File: src/rtl/lbm_pkg.sv
// Shared types and constants for the LBM collide datapath (D2Q9, Q3.13 populations).
package lbm_pkg;

   localparam int Q    = 9;
   localparam int DW   = 16;
   localparam int FRAC = 13;

   localparam int DIR_NULL = 0;
   localparam int DIR_N    = 1;
   localparam int DIR_NE   = 2;
   localparam int DIR_E    = 3;
   localparam int DIR_SE   = 4;
   localparam int DIR_S    = 5;
   localparam int DIR_SW   = 6;
   localparam int DIR_W    = 7;
   localparam int DIR_NW   = 8;

   localparam logic [DW-1:0] ONE = 16'h2000;

   typedef enum logic [2:0] {
      ST_IDLE,
      ST_READ,
      ST_WAIT,
      ST_COLL,
      ST_WRITE
   } seq_state_t;

endpackage

File: src/rtl/lbm_cell_counter.sv
// Wrapping lattice cell counter 0..N-1 with synchronous clear and increment.
module lbm_cell_counter #(
   parameter int N      = 2048,
   parameter int ADDR_W = 11
) (
   input  logic              i_clk,
   input  logic              i_rst_n,
   input  logic              i_clear,
   input  logic              i_inc,
   output logic [ADDR_W-1:0] o_count,
   output logic              o_last
);

   localparam logic [ADDR_W-1:0] LAST_IDX = ADDR_W'(N - 1);

   logic [ADDR_W-1:0] r_count;

   always_ff @(posedge i_clk or negedge i_rst_n) begin
      if (!i_rst_n) begin
         r_count <= '0;
      end else if (i_clear) begin
         r_count <= '0;
      end else if (i_inc) begin
         r_count <= o_last ? '0 : r_count + 1'b1;
      end
   end

   assign o_count = r_count;
   assign o_last  = (r_count == LAST_IDX);

endmodule

File: src/rtl/lbm_collide_sequencer.sv
// Frame sequencer: read cell populations, drive the collider, write results back.
// Optional mass accumulator enabled by defining LBM_MASS_CHECK_EN.
module lbm_collide_sequencer
   import lbm_pkg::*;
#(
   parameter int NX      = 64,
   parameter int NY      = 32,
   parameter int ADDR_W  = 11,
   parameter int RD_LAT  = 1,
   parameter int COL_LAT = 1
) (
   input  logic                clk,
   input  logic                rst_n,
   input  logic                start,
   input  logic [DW-1:0]       omega_in,
   output logic                busy,
   output logic                done,
   output logic [ADDR_W-1:0]   cell_idx,
   output logic                mem_rd_en,
   output logic [ADDR_W-1:0]   mem_rd_addr,
   input  logic [Q*DW-1:0]     mem_rd_data,
   output logic                mem_wr_en,
   input  logic                mem_wr_ready,
   output logic [ADDR_W-1:0]   mem_wr_addr,
   output logic [Q*DW-1:0]     mem_wr_data,
   output logic [DW-1:0]       col_omega,
   output logic [Q*DW-1:0]     col_f_in,
   input  logic [Q*DW-1:0]     col_f_out
`ifdef LBM_MASS_CHECK_EN
   ,
   input  logic [DW-1:0]       col_rho,
   output logic signed [31:0]  mass_sum
`endif
);

   localparam int         NCELL    = NX * NY;
   localparam logic [7:0] RD_LAST  = 8'(RD_LAT - 1);
   localparam logic [7:0] COL_LAST = 8'(COL_LAT - 1);

   seq_state_t        r_state;
   seq_state_t        w_next;
   logic [7:0]        r_lat;
   logic              r_busy;
   logic              r_done;
   logic              r_rd_en;
   logic              r_wr_en;
   logic [DW-1:0]     r_omega;
   logic [Q*DW-1:0]   r_f_in;
   logic [Q*DW-1:0]   r_wr_data;
   logic [ADDR_W-1:0] w_cell_idx;
   logic              w_last;
   logic              w_start_acc;
   logic              w_wr_fire;
   logic              w_rd_capture;
   logic              w_col_capture;

   assign w_start_acc   = (r_state == ST_IDLE) && start;
   assign w_wr_fire     = (r_state == ST_WRITE) && mem_wr_ready;
   assign w_rd_capture  = (r_state == ST_WAIT) && (r_lat == RD_LAST);
   assign w_col_capture = (r_state == ST_COLL) && (r_lat == COL_LAST);

   lbm_cell_counter #(
      .N      (NCELL),
      .ADDR_W (ADDR_W)
   ) u_cell_counter (
      .i_clk   (clk),
      .i_rst_n (rst_n),
      .i_clear (w_start_acc),
      .i_inc   (w_wr_fire),
      .o_count (w_cell_idx),
      .o_last  (w_last)
   );

   always_comb begin
      w_next = r_state;
      case (r_state)
         ST_IDLE:  if (start) w_next = ST_READ;
         ST_READ:  w_next = ST_WAIT;
         ST_WAIT:  if (r_lat == RD_LAST) w_next = ST_COLL;
         ST_COLL:  if (r_lat == COL_LAST) w_next = ST_WRITE;
         ST_WRITE: if (mem_wr_ready) w_next = w_last ? ST_IDLE : ST_READ;
         default:  w_next = ST_IDLE;
      endcase
   end

   // Strobes are registered from the next state so they coincide with the state itself.
   always_ff @(posedge clk or negedge rst_n) begin
      if (!rst_n) begin
         r_state <= ST_IDLE;
         r_lat   <= '0;
         r_busy  <= 1'b0;
         r_done  <= 1'b0;
         r_rd_en <= 1'b0;
         r_wr_en <= 1'b0;
      end else begin
         r_state <= w_next;
         r_lat   <= (w_next != r_state) ? 8'd0 : r_lat + 8'd1;
         r_busy  <= (w_next != ST_IDLE);
         r_done  <= w_wr_fire && w_last;
         r_rd_en <= (w_next == ST_READ);
         r_wr_en <= (w_next == ST_WRITE);
      end
   end

   always_ff @(posedge clk or negedge rst_n) begin
      if (!rst_n) begin
         r_omega   <= '0;
         r_f_in    <= '0;
         r_wr_data <= '0;
      end else begin
         if (w_start_acc)   r_omega   <= omega_in;
         if (w_rd_capture)  r_f_in    <= mem_rd_data;
         if (w_col_capture) r_wr_data <= col_f_out;
      end
   end

`ifdef LBM_MASS_CHECK_EN
   logic signed [31:0] r_mass;

   always_ff @(posedge clk or negedge rst_n) begin
      if (!rst_n) begin
         r_mass <= '0;
      end else if (w_start_acc) begin
         r_mass <= '0;
      end else if (w_col_capture) begin
         r_mass <= r_mass + {{16{col_rho[DW-1]}}, col_rho};
      end
   end

   assign mass_sum = r_mass;
`endif

   assign busy        = r_busy;
   assign done        = r_done;
   assign cell_idx    = w_cell_idx;
   assign mem_rd_en   = r_rd_en;
   assign mem_rd_addr = w_cell_idx;
   assign mem_wr_en   = r_wr_en;
   assign mem_wr_addr = w_cell_idx;
   assign mem_wr_data = r_wr_data;
   assign col_omega   = r_omega;
   assign col_f_in    = r_f_in;

endmodule

File: config.mk
export PLATFORM = sky130hd
export DESIGN_NAME = lbm_collide_sequencer
export DESIGN_NICKNAME = d
export VERILOG_FILES = /design/src/rtl/lbm_pkg.sv /design/src/rtl/lbm_cell_counter.sv /design/src/rtl/lbm_collide_sequencer.sv
export SDC_FILE = /design/constraint.sdc
export NUM_CORES = 1
export LEC_CHECK = 0
export BUFFER_PORTS_ARGS = -buffer_cell sky130_fd_sc_hd__buf_2
export CAP_MARGIN = 20
export CORE_AREA = 2 2 251 253
export CTS_CLUSTER_DIAMETER = 60
export DETAILED_ROUTE_END_ITERATION = 8
export DIE_AREA = 0 0 253 255
export PLACE_DENSITY = 0.47
export SLEW_MARGIN = 20
export SYNTH_ARGS = -nofsm -noshare
export SYNTH_HDL_FRONTEND = slang
export SYNTH_HIERARCHICAL = 1
export SYNTH_SLANG_ARGS = --single-unit
File: constraint.sdc
create_clock -name clk -period 2 [get_ports clk]
set_input_delay 0.3 -clock clk [delete_from_list [all_inputs] [get_ports clk]]
set_output_delay 0.3 -clock clk [all_outputs]
set_load 0.005 [all_outputs]
==> Yosys cells after proc, flatten, opt, wreduce, memory -nomap -nowiden <==
Cells that the tools add are included.
{ "op_classes": {"n_reduce_logical": 9, "addsub": 2, "mux": 10, "eq_ne": 8} }
{ "ops": {"columns": ["cell", "count"], "rows": [
  ["11-bit two-way mux", 3],
  ["3-bit one-hot mux with 5 select lines", 1],
  ["3-bit two-way mux", 4],
  ["11-bit by 1-bit adder with 11-bit output, second input constant", 1],
  ["11-bit equality test, second input constant", 1],
  ["8-bit by 1-bit adder with 8-bit output, second input constant", 1],
  ["8-bit logical NOT", 1],
  ["8-bit two-way mux", 1],
  ["3-bit by 1-bit equality test with 1-bit output, second input constant", 2],
  ["3-bit by 2-bit equality test with 1-bit output, second input constant", 2],
  ["3-bit equality test, second input constant", 2],
  ["1-bit logical AND", 5],
  ["3-bit logical NOT", 1],
  ["3-bit != test", 1],
  ["3-bit nonzero test", 1],
  ["2-bit nonzero test", 1],
  ["1-bit two-way mux", 1]
]} }
{ "word_totals": {"reg_bits": 330, "in_bits": 308} }

==> Depth between registers and ports, before layout <==
Gate-level depths: netlist (run 1).
{ "depth": {"depth_word": 6, "depth_mapped": 8, "depth_no_buf": 6} }

==> Modules after synthesis <==
The synthesis (run 1) kept the hierarchy.
{ "modules_own_cells": {"columns": ["mod", "area_each_um2", "seq_area_each_um2", "cells_each", "n_inst"], "rows": [
  ["lbm_collide_sequencer", 12184.2, 7982.7, 737, 1],
  ["lbm_cell_counter", 635.6, 275.3, 63, 1]
]} }

==> Worst setup path after synthesis (run 1) <==
OpenSTA, ideal clock, no wires.
{ "synth_path": {"kind": "flip-flop to flip-flop", "start": "register r_lat[0]", "end": "register r_f_in[100] (netlist: col_f_in[100])", "required_ns": 1.873, "setup_slack_ns": -0.177, "stages_incl_launch_ff": 9, "path_buffers": 3, "arrival_time_ns": 2.050, "path_cell_list": "dfrtp_1 inv_1 ha_1 or3b_2 nor4b_2 buf_4 buf_12 buf_8 mux2_1"} }
{ "synth_between": {"elab_chain_len": 2} }
{ "synth_rtl": {"columns": ["item", "line_no", "text"], "rows": [
  ["from (decl)", "lbm_collide_sequencer.sv:42", "logic [7:0] r_lat;"],
  ["from (signal assigned)", "lbm_collide_sequencer.sv:97", "r_lat <= (w_next != r_state) ? 8'd0 : r_lat + 8'd1;"],
  ["8-bit logical NOT", "lbm_collide_sequencer.sv:59", "assign w_rd_capture = (r_state == ST_WAIT) && (r_lat == RD_LAST);"],
  ["1-bit logical AND", "lbm_collide_sequencer.sv:59", null],
  ["to (signal assigned)", "lbm_collide_sequencer.sv:112", "if (w_rd_capture) r_f_in <= mem_rd_data;"],
  ["to (decl)", "lbm_collide_sequencer.sv:48", "logic [Q*DW-1:0] r_f_in;"]
]} }
No other way between the ends.
A chain may end at the register's enable or synchronous reset.

==> Worst setup path after layout (run 1) <==
{ "layout_path": {"start": "register r_lat[7]", "end": "register r_f_in[5] (netlist: col_f_in[5])"} }
The elaborated chain is that of the path after synthesis.

==> results of run 1 <==
[layer usage]
layer / track usage, % / part of all wire [%] / wire, um
met5: 0 / 0 / 0
met4: 4.615 / 3.0 / 1341
met3: 3.112 / 5.7 / 2503
met2: 23.00 / 54 / 23610
met1: 13.57 / 38 / 16640
[cell usage in the layout, fill, tap and decap left out, drive strengths merged, types with 2 or more instances in the layout]
cell type / n
buf: 734
dfrtp: 330
mux2: 304
dlygate4sd3: 299
clkbuf: 71
a21oi: 11
inv: 10
nand2: 8
nand3: 8
o21ai: 7
or3: 6
nor2: 5
xor2: 5
nand2b: 4
clkinv: 4
or4: 4
nand4: 4
o211ai: 3
a22oi: 3
ha: 3
o31ai: 3
nor3: 3
nor2b: 2
bufinv: 2
o2111ai: 2
o311ai: 2
or3b: 2
[final timing paths]
check | slack [ns] | startpoint | depth (start not counted) | to
setup / recovery | -0.18 | r_lat[7] | 5 | col_f_in[5]
hold / removal | 0.05 | col_f_out[96] | 2 | mem_wr_data[96]
setup reg to reg | -0.18 | r_lat[7] | 5 | col_f_in[5]
hold reg to reg | 0.47 | r_state[1] | 1 | r_state[1]
max in group asynchronous | 1.04 | rst_n | 3 | col_f_in[68]
min in group asynchronous | 0.29 | rst_n | 2 | mem_wr_data[87]
[power groups by stage]
stage / Sequential, uW / Clock, uW / Combinational, uW
after floorplan: 11900 / 0 / 6220
after global placement: 11800 / 0 / 12200
after detailed placement: 11800 / 0 / 12500
after CTS: 11800 / 7880 / 13200
after global routing: 12200 / 8150 / 15300
final: 11800 / 7630 / 14200
[metrics by stage]
step / total power [uW] / instance area [um^2] / util [%] / TNS [ns] / std cells
after detailed placement: 24290 / 17400 / 27.99 / -50.80 / 2264
after CTS: 32880 / 21890 / 35.22 / -23.69 / 2638
after floorplan: 18150 / 12830 / - / -5.020 / 800
after global routing: 35690 / 22370 / 35.99 / -38.43 / 2653
after global placement: 23960 / 17400 / 27.99 / -42.06 / 2264
final: 33610 / 22370 / 35.99 / -19.30 / 2653
[worst max-delay path: cells and delay by family, from the launching register on]
kind / cells / cell delay (ns)
flip-flops: 1 / 0.38
AND/OR/NAND/NOR: 2 / 0.88
buffers and inverters: 2 / 0.42
multiplexers: 1 / 0.35
[registers in the layout (all words and copies together) (netlist names)]
signal and cells:
busy 1, col_f_in 144, col_omega 16, done 1, mem_rd_en 1, mem_wr_data 144
mem_wr_en 1, r_lat 8, r_state 3, u_cell_counter/o_count 11
[final cells by class]
cell class	count	share of cell area, %
Tap cell	799	4.469
Timing Repair Buffer	1041	33.00
Clock inverter	10	0.5369
Sequential cell	330	36.91
Multi-Input combinational cell	403	19.23
Clock buffer	63	5.727
Inverter	7	0.1175
[logic make-up (layout without fill, tap and decap cells)]
kind of cell | after synthesis | count (layout) | share of synthesized area [%]
DFF | 330 | 330 | 64.42
and+or+nand+nor | 54 | 54 | 2.713
AOI/OAI and AO/OA | 36 | 36 | 1.864
buffers and inverters | 67 | 1121 | 3.601
muxes | 304 | 304 | 26.70
adders and majority gates | 3 | 3 | 0.2928
xor gates and xnor gates | 6 | 6 | 0.4099
[timing repair]
action / 4_1_cts / 5_1_grt
hold endpoints to repair: 330 / 0
pin swaps: 1 / 2
setup buffers: 2 / 4
gates cloned: 0 / 11
hold buffers: 299 / 0
resized for setup: 21 / 52
setup endpoints to repair: 288 / 283
==> metrics.md, run 1 <==
| Metric | Value |
|---|---|
| Synth async-reset ratio | `100.0%` |
| First-pass iteration count of the detailed router | `4` |
| Min setup slack post-route | `-0.1829 ns` |
| Grt ovf | `0` |
| Final hold vios | `0` |
| CTS tree | `built` |
| Nets | `2136` |
| Yosys top cell area share | `64.42%` |
| FMAX | `458.1 MHz` |
| Crit-path cells | `or4_4, nor4b_4, buf_6, buf_12, mux2_2` |
| Final Skew | `0.01665 ns` |
| WHS | `0.04954 ns` |
| DRC violations left | `0` |
| Int Power | `23290 uW` |
| Number of global-route vias before repair | `about 12000` |
| Top_reg_cell synth | `dfrtp_1` |
| Max FO, Critical Path | `21` |
| Leakage | `~0.011 uW` |
| CTS sink count | `330` |
| CTS Buf Count | `42` |
| First-pass GRT wire length | `63440 um` |
| Gate Count Post-Synth | `800` |
| PwrDens | `about 1500 nW/um^2` |
| Flop pwr share | `35.0%` |
| Clock buffer depth | `3` |
| Fin crit share | `109.1%` |
| Initial antenna violation count | `0` |
| Clock Pin Slew Worst Setup and Hold Paths | `0.06 ns` |
| Skew-Pair Late Insertion Delay | `0.55 ns` |
| Fill count | `6095` |
| Total nets after synthesis | `1111` |
| Ys Warns | `6` |
| FF+latch count, synth | `330` |
| Row count | `92` |
| Crit path DAT | `2.60 ns` |
| Crit Path Class | `flop to flop` |
| Worst slew margin | `64.49%` |
| Post-Syn Area | `12820 um^2` |
| Multi-input gate area | `4303 um^2` |
| Critical Path RT | `~2.4 ns` |
| Crit end category | `flop` |
| Period minus WS final | `2.183 ns` |
| Die H | `255 um` |
| Post-synth EDFFs | `0` |
| Endpoints failing setup | `144` |
| Switching share of power | `30.70%` |
| RSZ-0062 raised after global routing | `yes` |
| Largest net degree at the start of global routing | `50` |
| Max-cap viol count | `0` |
| Total GRT Usage | `12.39%` |
| Post-placement setup slack | `-0.2495 ns` |
| Die area | `64520 um^2` |
| Max Slew Vio Count | `0` |
| Netlist cell types | `49` |
| Core ar. | `between 60000 and 70000 um^2` |
| Sequential share of the synthesized area | `64.42%` |
| Violated checks | `negative setup slack` |
| N_diodes | `0` |
| Crit-path slowest cell | `or4_4` |
| Synthesized area per cell | `16.02 um^2` |
| Top cells by count, synth | `dfrtp_1 (330), mux2_2 (244), mux2_1 (60), buf_4 (31), clkbuf_1 (19)` |
| Gate power share | `between 40 and 50%` |
| Synth-to-layout area growth | `74.50%` |
| Clock power share | `22.7%` |
| Min-Delay Path Class | `primary input to flop` |
| Reg area | `8258 um^2` |
| Final wirelength | `44090 um` |
| Ranking of synthesized cells by area | `dfrtp_1 (64%), mux2_2 (21%), mux2_1 (5.3%)` |
| H-tree levels | `2` |
| Starting Density | `roughly 21%` |
| Clk root buf | `clkbuf_16` |
| DR vias/cell | `roughly 4` |
| Peak supply drop | `0.8597 mV` |
| Critical Path Start Type | `flop` |
| Die width | `253 um` |
| Post-detail-place hpwl | `31520 um` |
| Number of DRC markers in iteration 0 | `243` |
| Psw | `10320 uW` |
| Worst slew pin tran | `0.5269 ns` |
| Antenna viol nets, final | `0` |
| Routed len/inst | `16.62 um` |
| Leading area contributor after synthesis | `dfrtp_1` |
| Port bufs | `648` |
| Total number of vias | `between 10000 and 15000` |
| Outcome | `finished, violations left` |
| Crit-path max cell delay | `0.56 ns` |
| Top-count cell post-synth | `dfrtp_1` |
| Layout cells sized above 1 | `around three fifths` |
| Routability cong. | `0.7824` |
| I/O pins | `649` |
No activity file was read; power rests on OpenSTA's default activity.
==> inputs of run 2 (changes only) <==
--- a/config.mk
+++ b/config.mk
@@ -8,6 +8,7 @@
 export BUFFER_PORTS_ARGS = -buffer_cell sky130_fd_sc_hd__buf_2
 export CAP_MARGIN = 20
 export CORE_AREA = 2 2 251 253
+export CTS_BUF_LIST = sky130_fd_sc_hd__clkbuf_16
 export CTS_CLUSTER_DIAMETER = 60
 export DETAILED_ROUTE_END_ITERATION = 8
 export DIE_AREA = 0 0 253 255
==> metrics.md, run 2 (same netlist as run 1, synthesis figures left out) <==
| Metric | Value |
|---|---|
| Outcome | `finished, violations left` |
| Violated checks | `negative setup slack` |
| Peak supply drop | `0.8638 mV (+0.47%)` |
| Fin crit share | `109.2% (about the same)` |
| Clock Pin Slew Worst Setup and Hold Paths | `0.06 ns (about the same)` |
| RSZ-0062 raised after global routing | `yes` |
| I/O pins | `649 (unchanged)` |
| Non-Filler Instances | `2654 (+0.038%)` |
| Clock buffer depth | `3 (unchanged)` |
| Psw | `10340 uW (+0.22%)` |
| CTS Buf Count | `42 (unchanged)` |
| Crit end category | `flop` |
| Grt ovf | `0 (unchanged)` |
| Total number of vias | `10580 (-0.19%)` |
| Antenna viol nets, final | `0 (unchanged)` |
| Gate power share | `43.2% (+0.9 points)` |
| Worst slew pin tran | `0.5474 ns (+0.02042 ns)` |
| Die H | `255 um (unchanged)` |
| Min setup slack post-route | `-0.1838 ns (-0.0008310 ns)` |
| Post-detail-place hpwl | `31520 um (unchanged)` |
| Launch point of the worst path | `r_lat[7]` |
| Commonest non-fill, non-tap cell in the layout | `buf_2` |
| Finished Cell Area | `22290 um^2 (-0.36%)` |
| Critical Path Start Type | `flop` |
| Core ar. | `62160 um^2 (unchanged)` |
| Cell area after placement | `17400 um^2 (unchanged)` |
| Final wirelength | `44400 um (+0.72%)` |
| Worst slew margin | `63.11% (-1.4 points)` |
| Switching share of power | `31.17% (+0.47 points)` |
| HP Start | `col_f_out[96]` |
| Starting Density | `20.62% (unchanged)` |
| Period minus WS final | `2.184 ns (+0.0008310 ns)` |
| Number of DRC markers in iteration 0 | `243 (unchanged)` |
| Routability cong. | `0.7824 (unchanged)` |
| FMAX | `457.9 MHz (about the same)` |
| Max-cap viol count | `0 (unchanged)` |
| Fill count | `6104 (+0.15%)` |
| Commonest non-fill, non-tap cells in the layout | `buf_2 (647), dfrtp_1 (330), dlygate4sd3_1 (299), mux2_2 (224), buf_4 (57)` |
| Max Slew Vio Count | `0 (unchanged)` |
| Clock power share | `21.3% (-1.4 points)` |
| Multi-input gate area | `4303 um^2 (unchanged)` |
| Die width | `253 um (unchanged)` |
| Skew-Pair Late Insertion Delay | `0.55 ns (about the same)` |
| Flop pwr share | `35.5% (+0.5 points)` |
| Final Skew | `0.01782 ns (+0.001170 ns)` |
| Layout cells sized above 1 | `57.95% (-0.68 points)` |
| Port bufs | `648 (unchanged)` |
| Crit path DAT | `2.60 ns (about the same)` |
| Total GRT Usage | `12.37% (about the same)` |
| Row count | `92 (unchanged)` |
| CTS tree | `built` |
| Crit Path Class | `flop to flop` |
| CTS sink count | `330 (unchanged)` |
| First-pass iteration count of the detailed router | `4 (unchanged)` |
| PwrDens | `1489 nW/um^2 (-0.92%)` |
| Initial antenna violation count | `0 (unchanged)` |
| Endpoints failing setup | `154 (+6.9%)` |
| Largest net degree at the start of global routing | `50 (unchanged)` |
| Number of global-route vias before repair | `11540 (-0.24%)` |
| N_diodes | `0 (unchanged)` |
| Max FO, Critical Path | `21 (unchanged)` |
| Clk root buf | `clkbuf_16` |
| H-tree levels | `2 (unchanged)` |
| Min-Delay Path Class | `primary input to flop` |
| Final hold vios | `0 (unchanged)` |
| Reg area | `8258 um^2 (unchanged)` |
| RR Startpoint | `r_lat[7]` |
| Leakage | `0.01072 uW (-0.17%)` |
| Synth-to-layout area growth | `73.87%` |
| Int Power | `22840 uW (-1.9%)` |
| Post-placement cell count | `2264 (unchanged)` |
| Routed len/inst | `16.73 um (+0.68%)` |
| DRC violations left | `0 (unchanged)` |
| Die area | `64520 um^2 (unchanged)` |
| First-pass GRT wire length | `63400 um (about the same)` |
| DR vias/cell | `3.988 (-0.23%)` |
| Nets | `2137 (+0.047%)` |
| Critical Path RT | `2.41 ns (about the same)` |
==> run 2: path summary, 6_finish.rpt <==
kind                              endpoint  slack, ns  cells after the start
setup / recovery               col_f_in[5]      -0.18                      5
hold / removal             mem_wr_data[96]       0.05                      2
setup reg to reg               col_f_in[5]      -0.18                      5
hold reg to reg                 r_state[1]       0.47                      1
max in group asynchronous     col_f_in[16]       1.05                      3
min in group asynchronous  mem_wr_data[87]       0.28                      2
==> run 2: final cells by class <==
type                       count  area share (%)
sequential                   330           37.05
clock inverter                30          0.8757
inverter                       7          0.1179
tap                          799           4.485
clock buffer                  43           4.827
multi-input combinational    403           19.30
timing repair buffer        1042           33.34
==> run 2: what timing repair did <==
action / CTS / global route
endpoints found under the hold margin: 330 / 0
pin swaps: 1 / 2
gates cloned: 0 / 12
setup buffers: 2 / 4
resized for setup: 21 / 53
endpoints found under the setup margin: 288 / 283
hold buffers: 299 / 0
==> run 2: per-stage QoR <==
step           TNS [ns]  setup WS [ns]  hold WS, ns  utilization [%]  power [uW]
6_report         -19.87        -0.1838      0.04907            35.86       33180
4_1_cts          -23.59        -0.2142     0.005324            35.01       32330
2_1_floorplan    -5.020       -0.08140     0.004409                -       18150
3_5_place_dp     -50.80        -0.2495       0.2691            27.99       24290
5_1_grt          -44.80        -0.2795      0.01533            35.86       35280
3_3_place_gp     -42.06        -0.2080       0.2688            27.99       23960
==> run 2: routing by layer <==
metal / part of all wire (%) / GRT usage (%) / vias to the layer above
met3: 5.8 / 3.142 / 82
li1: - / - / 4880
met5: 0 / 0 / -
met2: 53 / 22.97 / 360
met1: 38 / 13.53 / 5261
met4: 3.2 / 4.615 / 0
==> run 2: power by group through the flow <==
stage | clock network, uW | logic [uW] | registers, uW
after floorplan | 0 | 6220 | 11900
after global placement | 0 | 12200 | 11800
after detailed placement | 0 | 12500 | 11800
after CTS | 7330 | 13200 | 11800
after global routing | 7600 | 15500 | 12200
final | 7070 | 14300 | 11800
==> run 2: worst max-delay path, cell delays in order, from the launching register on <==
cell     delay [ns]
dfrtp_1        0.38
or4_4          0.56
nor4b_4        0.32
buf_6          0.23
buf_12         0.19
mux2_2         0.35
